==> config.mk <==
export PLATFORM = sky130hd
export DESIGN_NAME = unidade_controle
export DESIGN_NICKNAME = d
export VERILOG_FILES = /design/src/rtl/unidade_controle.sv
export SDC_FILE = /design/constraint.sdc
export NUM_CORES = 1
export LEC_CHECK = 0
export ABC_AREA = 1
export CAP_MARGIN = 20
export CORE_ASPECT_RATIO = 1.5
export CORE_UTILIZATION = 50
export DETAILED_ROUTE_END_ITERATION = 10
export GPL_ROUTABILITY_DRIVEN = 0
export PLACE_DENSITY = 0.91
export SKIP_LAST_GASP = 1
export SLEW_MARGIN = 10
export SYNTH_ARGS = -nofsm -noshare
export SYNTH_HDL_FRONTEND = slang
export SYNTH_SLANG_ARGS = --single-unit
==> constraint.sdc <==
create_clock -name clk -period 2.3 [get_ports clk]
set_input_delay 0.46 -clock clk [delete_from_list [all_inputs] [get_ports clk]]
set_output_delay 0.46 -clock clk [all_outputs]
set_load 0.05 [all_outputs]
==> src/rtl/unidade_controle.sv <==
// Multicycle fetch/decode/execute sequencer driving an external 8-bit ALU and
// writing its result back into an accumulator with zero and divide-by-zero status.
module unidade_controle #(
    parameter int unsigned ADDR_W   = 8,
    parameter int unsigned RESET_PC = 0
) (
    input  logic              clk,
    input  logic              rst_n,
    input  logic              start,
    output logic [ADDR_W-1:0] imem_addr,
    input  logic [15:0]       imem_data,
    output logic [7:0]        alu_a,
    output logic [7:0]        alu_b,
    output logic [3:0]        alu_opcode,
    input  logic [7:0]        alu_result,
    output logic [7:0]        acc_out,
    output logic              zero_flag,
    output logic              div_zero,
    output logic              busy,
    output logic              halted
);

    typedef enum logic [2:0] {
        S_IDLE   = 3'd0,
        S_FETCH  = 3'd1,
        S_DECODE = 3'd2,
        S_EXEC   = 3'd3,
        S_WRITE  = 3'd4,
        S_HALT   = 3'd5
    } state_e;

    localparam logic [3:0] OP_DIV  = 4'h4;
    localparam logic [3:0] OP_LDI  = 4'hC;
    localparam logic [3:0] OP_JMP  = 4'hD;
    localparam logic [3:0] OP_JZ   = 4'hE;
    localparam logic [3:0] OP_HALT = 4'hF;
    localparam logic [ADDR_W-1:0] PC_RESET = ADDR_W'(RESET_PC);

    state_e            state_q, state_d;
    logic [ADDR_W-1:0] pc_q, pc_d;
    logic [15:0]       ir_q, ir_d;
    logic [7:0]        acc_q, acc_d;
    logic              zero_q, zero_d;
    logic              divz_q, divz_d;
    logic [7:0]        aluA_q, aluA_d;
    logic [7:0]        aluB_q, aluB_d;
    logic [3:0]        aluOp_q, aluOp_d;

    logic [3:0]        irOp;
    logic [7:0]        irImm;
    logic              irIsAlu;
    logic [ADDR_W-1:0] jumpTarget;
    logic              unused_reserved;

    assign irOp            = ir_q[15:12];
    assign irImm           = ir_q[7:0];
    assign irIsAlu         = (irOp != 4'h0) && (irOp <= 4'hB);
    assign jumpTarget      = ADDR_W'(irImm);
    assign unused_reserved = ^ir_q[11:8];

    // Reset clears everything at once, so an interrupted instruction leaves no trace.
    always_ff @(posedge clk or negedge rst_n) begin
        if (!rst_n) begin
            state_q <= S_IDLE;
            pc_q    <= PC_RESET;
            ir_q    <= '0;
            acc_q   <= '0;
            zero_q  <= 1'b0;
            divz_q  <= 1'b0;
            aluA_q  <= '0;
            aluB_q  <= '0;
            aluOp_q <= '0;
        end else begin
            state_q <= state_d;
            pc_q    <= pc_d;
            ir_q    <= ir_d;
            acc_q   <= acc_d;
            zero_q  <= zero_d;
            divz_q  <= divz_d;
            aluA_q  <= aluA_d;
            aluB_q  <= aluB_d;
            aluOp_q <= aluOp_d;
        end
    end

    always_comb begin
        state_d = state_q;
        pc_d    = pc_q;
        ir_d    = ir_q;
        acc_d   = acc_q;
        zero_d  = zero_q;
        divz_d  = divz_q;
        aluA_d  = aluA_q;
        aluB_d  = aluB_q;
        aluOp_d = aluOp_q;
        case (state_q)
            S_IDLE: begin
                if (start) state_d = S_FETCH;
            end
            S_FETCH: begin
                state_d = S_DECODE;
            end
            S_DECODE: begin
                ir_d    = imem_data;
                pc_d    = pc_q + ADDR_W'(1);
                state_d = S_EXEC;
            end
            S_EXEC: begin
                // Division by zero is trapped here so the ALU never sees it.
                if (irOp == OP_DIV && irImm == 8'h00) begin
                    divz_d  = 1'b1;
                    aluOp_d = 4'h0;
                    state_d = S_FETCH;
                end else if (irIsAlu) begin
                    aluA_d  = acc_q;
                    aluB_d  = irImm;
                    aluOp_d = irOp;
                    state_d = S_WRITE;
                end else begin
                    aluOp_d = 4'h0;
                    state_d = S_FETCH;
                    case (irOp)
                        OP_LDI: begin
                            acc_d  = irImm;
                            zero_d = (irImm == 8'h00);
                        end
                        OP_JMP:  pc_d = jumpTarget;
                        OP_JZ:   if (zero_q) pc_d = jumpTarget;
                        OP_HALT: state_d = S_HALT;
                        default: ;
                    endcase
                end
            end
            S_WRITE: begin
                acc_d   = alu_result;
                zero_d  = (alu_result == 8'h00);
                state_d = S_FETCH;
            end
            S_HALT: begin
                if (start) begin
                    pc_d    = PC_RESET;
                    acc_d   = '0;
                    zero_d  = 1'b0;
                    divz_d  = 1'b0;
                    state_d = S_FETCH;
                end
            end
            default: state_d = S_IDLE;
        endcase
    end

    always_comb begin
        busy   = (state_q == S_FETCH) || (state_q == S_DECODE) ||
                 (state_q == S_EXEC)  || (state_q == S_WRITE);
        halted = (state_q == S_HALT);
    end

    assign imem_addr  = pc_q;
    assign alu_a      = aluA_q;
    assign alu_b      = aluB_q;
    assign alu_opcode = aluOp_q;
    assign acc_out    = acc_q;
    assign zero_flag  = zero_q;
    assign div_zero   = divz_q;

endmodule

==> flow_summary.json, run 1 <==
{
  "status": "finished, final reports clean",
  "cp.required_ns": 1.84,
  "dieHeight_um": 90.6,
  "cts.reportedPaths.clkPinSlew_ns": 0.09,
  "synth_area_leader_cell": "dfrtp_1",
  "drv_slew": 0,
  "die_x_um": 61.1,
  "worst_setup_path_end_kind": "output port",
  "path_delay_family": "simple AND/OR/NAND/NOR gates",
  "insertion_delay_ns": 0.30,
  "critPathMaxFanout": 12,
  "multiInputGateArea_um2": 1110,
  "power.density_nw_per_um2": 1750,
  "power_w": 0.00593,
  "h-tree-depth": 2,
  "synth_ff_type": "dfrtp_1",
  "rsz0062_at_grt": "false",
  "regArea_um2": 1330,
  "synth_edf_count": 0,
  "io_buffer_count": 62,
  "crit_chain": "inv_1 > nand3_2 > nand4_1 > buf_12",
  "hp-class": "primary input to asynchronous set/reset pin",
  "synth_area_leaders": "dfrtp_1, nand2_1, inv_1, nor2_1, o21ai_2",
  "leakage_nw": 1.68,
  "cts_buffer_depth": 2,
  "utilization_pct": 69.0,
  "dp.cells": 448,
  "fillers": 389,
  "dp_hpwl_um": 4890,
  "startpoint_type": "flop",
  "drtAntennaViolNets": 0,
  "period_needed_ns": 2.09,
  "finClkSkew_ns": 0.00242,
  "clock_sinks": 53,
  "vias": 2487,
  "layout.nets": 417,
  "post_dp_cell_area_um2": 3310,
  "synth_fp_nets": 352,
  "ys_seq_area_share_pct": 50.7,
  "cts_resized": 0,
  "synth_top_area_share_pct": 50.7,
  "worst_path_largest_cell_delay_ns": 0.49,
  "grt_start_max_net_pins": 29,
  "synth-seq-cells": 53,
  "first_iter_violations": 197,
  "routedWlPerCell_um": 14.6,
  "layout_commonest_cell": "nand2_1",
  "synthesis.area_um2": 2620,
  "ys_warn_count": 0,
  "antenna_found_initial": 0,
  "max_freq_mhz": 479,
  "detail_route.vias_per_cell": 5.45,
  "async_flop_share_pct": 100,
  "die_area_um2": 5530,
  "mostFrequentLayoutCells": "nand2_1, clkdlybuf4s50_1, dfrtp_1",
  "slowest_stage": "dfrtp_1",
  "drc": 0,
  "tightest_slew_ns": 0.621,
  "crit_type": "flop to output port",
  "layout.cells.non_filler": 456,
  "initial_core_util_pct": 53.1,
  "cts_tree": "done",
  "syn_inst": 324,
  "fin_setup_tns_ns": 0,
  "drt_first_pass_iters": 5,
  "grt_pass1_wl_um": 10900,
  "post_cts_buffers": 0,
  "rows": 31,
  "grt_pass1_vias": 2363,
  "drive_above_1_share_pct": 11.0,
  "peakVddDrop_mv": 0.911,
  "routed_wl_um": 6670,
  "area_growth_pct": 29.8,
  "grt_overflow_total": 0,
  "core-area_um2": 4930,
  "min_period_over_period_pct": 90.7,
  "ioPinCount": 67,
  "grtUsageTotal_pct": 26.5,
  "hold_viol": 0,
  "holdBufCountCts": 0,
  "antenna_cells": 0,
  "cts-root-buf": "clkbuf_8",
  "maxCapViolCount": 0,
  "synth.distinct_cells": 30,
  "setup_viol": 0,
  "max-slew-margin-rel_pct": 58.6,
  "cp.arrival_ns": 1.63,
  "critPathBufInv": 2,
  "cts_buffers": 5,
  "final_area_um2": 3400,
  "syn_avg_cell_area_um2": 8.08
}
worst paths after layout:
check,endpoint,start,cells past startpoint,slack (ns)
worst min register to register,alu_a[1],alu_a[1],2,0.48
worst max-delay path,busy,state_q[0],4,0.21
min in group clk,alu_a[1],alu_a[1],2,0.48
worst max register to register,alu_b[5],state_q[2],6,0.44
worst min-delay path,alu_b[1],rst_n,1,0.16
max in group asynchronous,ir_q[12],rst_n,2,1.57
state kept, by name, indices dropped and copies added (netlist names):
| name | count |
|---|---|
| imem_addr | 8 |
| ir_q | 12 |
| div_zero | 1 |
| alu_opcode | 4 |
| acc_out | 8 |
| alu_b | 8 |
| zero_flag | 1 |
| state_q | 3 |
| alu_a | 8 |
report_power, final:
part	switching [W]	internal, W	total (W)
clock network	0.000293	0.000217	0.000510
registers	0.000397	0.00137	0.00177
logic	0.00245	0.00120	0.00365
total	0.00314	0.00279	0.00593
Yosys cell counts, types with 3 or more instances:
cell type	instances
inv_1	29
o21ai_0	8
nor2_1	27
nand3_1	17
o21ai_2	11
o22ai_1	9
o21ai_1	3
inv_2	4
nand2_1	118
a21oi_1	15
buf_2	4
dfrtp_1	53
area by class of cell:
type | count | area share, %
flip-flops and latches | 53 | 39.0
multi-input cells | 229 | 32.5
repair buffers | 67 | 19.8
inverters | 33 | 3.65
well taps | 66 | 2.43
clock buffers | 6 | 2.14
clock inverters | 2 | 0.405
cells by family (layout without fill, tap and decap cells):
group	after synthesis	in the layout	share of synthesized area, %
adder cells (fa/ha/maj)	1	1	0.478
multiplexers	1	1	0.430
flip-flops	53	53	50.7
AND/OR/NAND/NOR	177	177	29.2
buffers and inverters	42	108	7.07
AO/OA/AOI/OAI	49	49	11.9
XOR/XNOR	1	1	0.335
worst reg2reg max path, delay by kind of cell, from the launching register on:
| family | cells | cell delay [ns] |
|---|---|---|
| simple gates | 4 | 0.99 |
| flops | 1 | 0.51 |
| compound gates | 1 | 0.07 |
| buf+inv | 1 | 0.17 |
metal layers:
metal | vias up | share of wire (%) | wire [µm] | GRT usage, %
li1 | 1157 | - | - | -
met1 | 1172 | 37 | 2440 | 31.7
met2 | 126 | 53 | 3560 | 44.2
met3 | 32 | 5.6 | 371 | 4.44
met4 | 0 | 4.5 | 303 | 12.9
met5 | - | 0 | 0 | 0
metrics by stage:
stage,setup WS (ns),hold WS (ns)
floorplan,0.401,0.164
global placement,0.559,0.453
detailed placement,0.511,0.464
CTS,0.225,0.176
global route,0.132,0.195
finish,0.214,0.159
No activity file was read; power rests on OpenSTA's default activity.
==> run 2, diff against run 1 <==
--- a/config.mk
+++ b/config.mk
@@ -12,7 +12,6 @@
 export DETAILED_ROUTE_END_ITERATION = 10
 export GPL_ROUTABILITY_DRIVEN = 0
 export PLACE_DENSITY = 0.91
-export SKIP_LAST_GASP = 1
 export SLEW_MARGIN = 10
 export SYNTH_ARGS = -nofsm -noshare
 export SYNTH_HDL_FRONTEND = slang
==> results of run 2 <==
No change in the layout: final DEF, timing and power equal those of run 1.
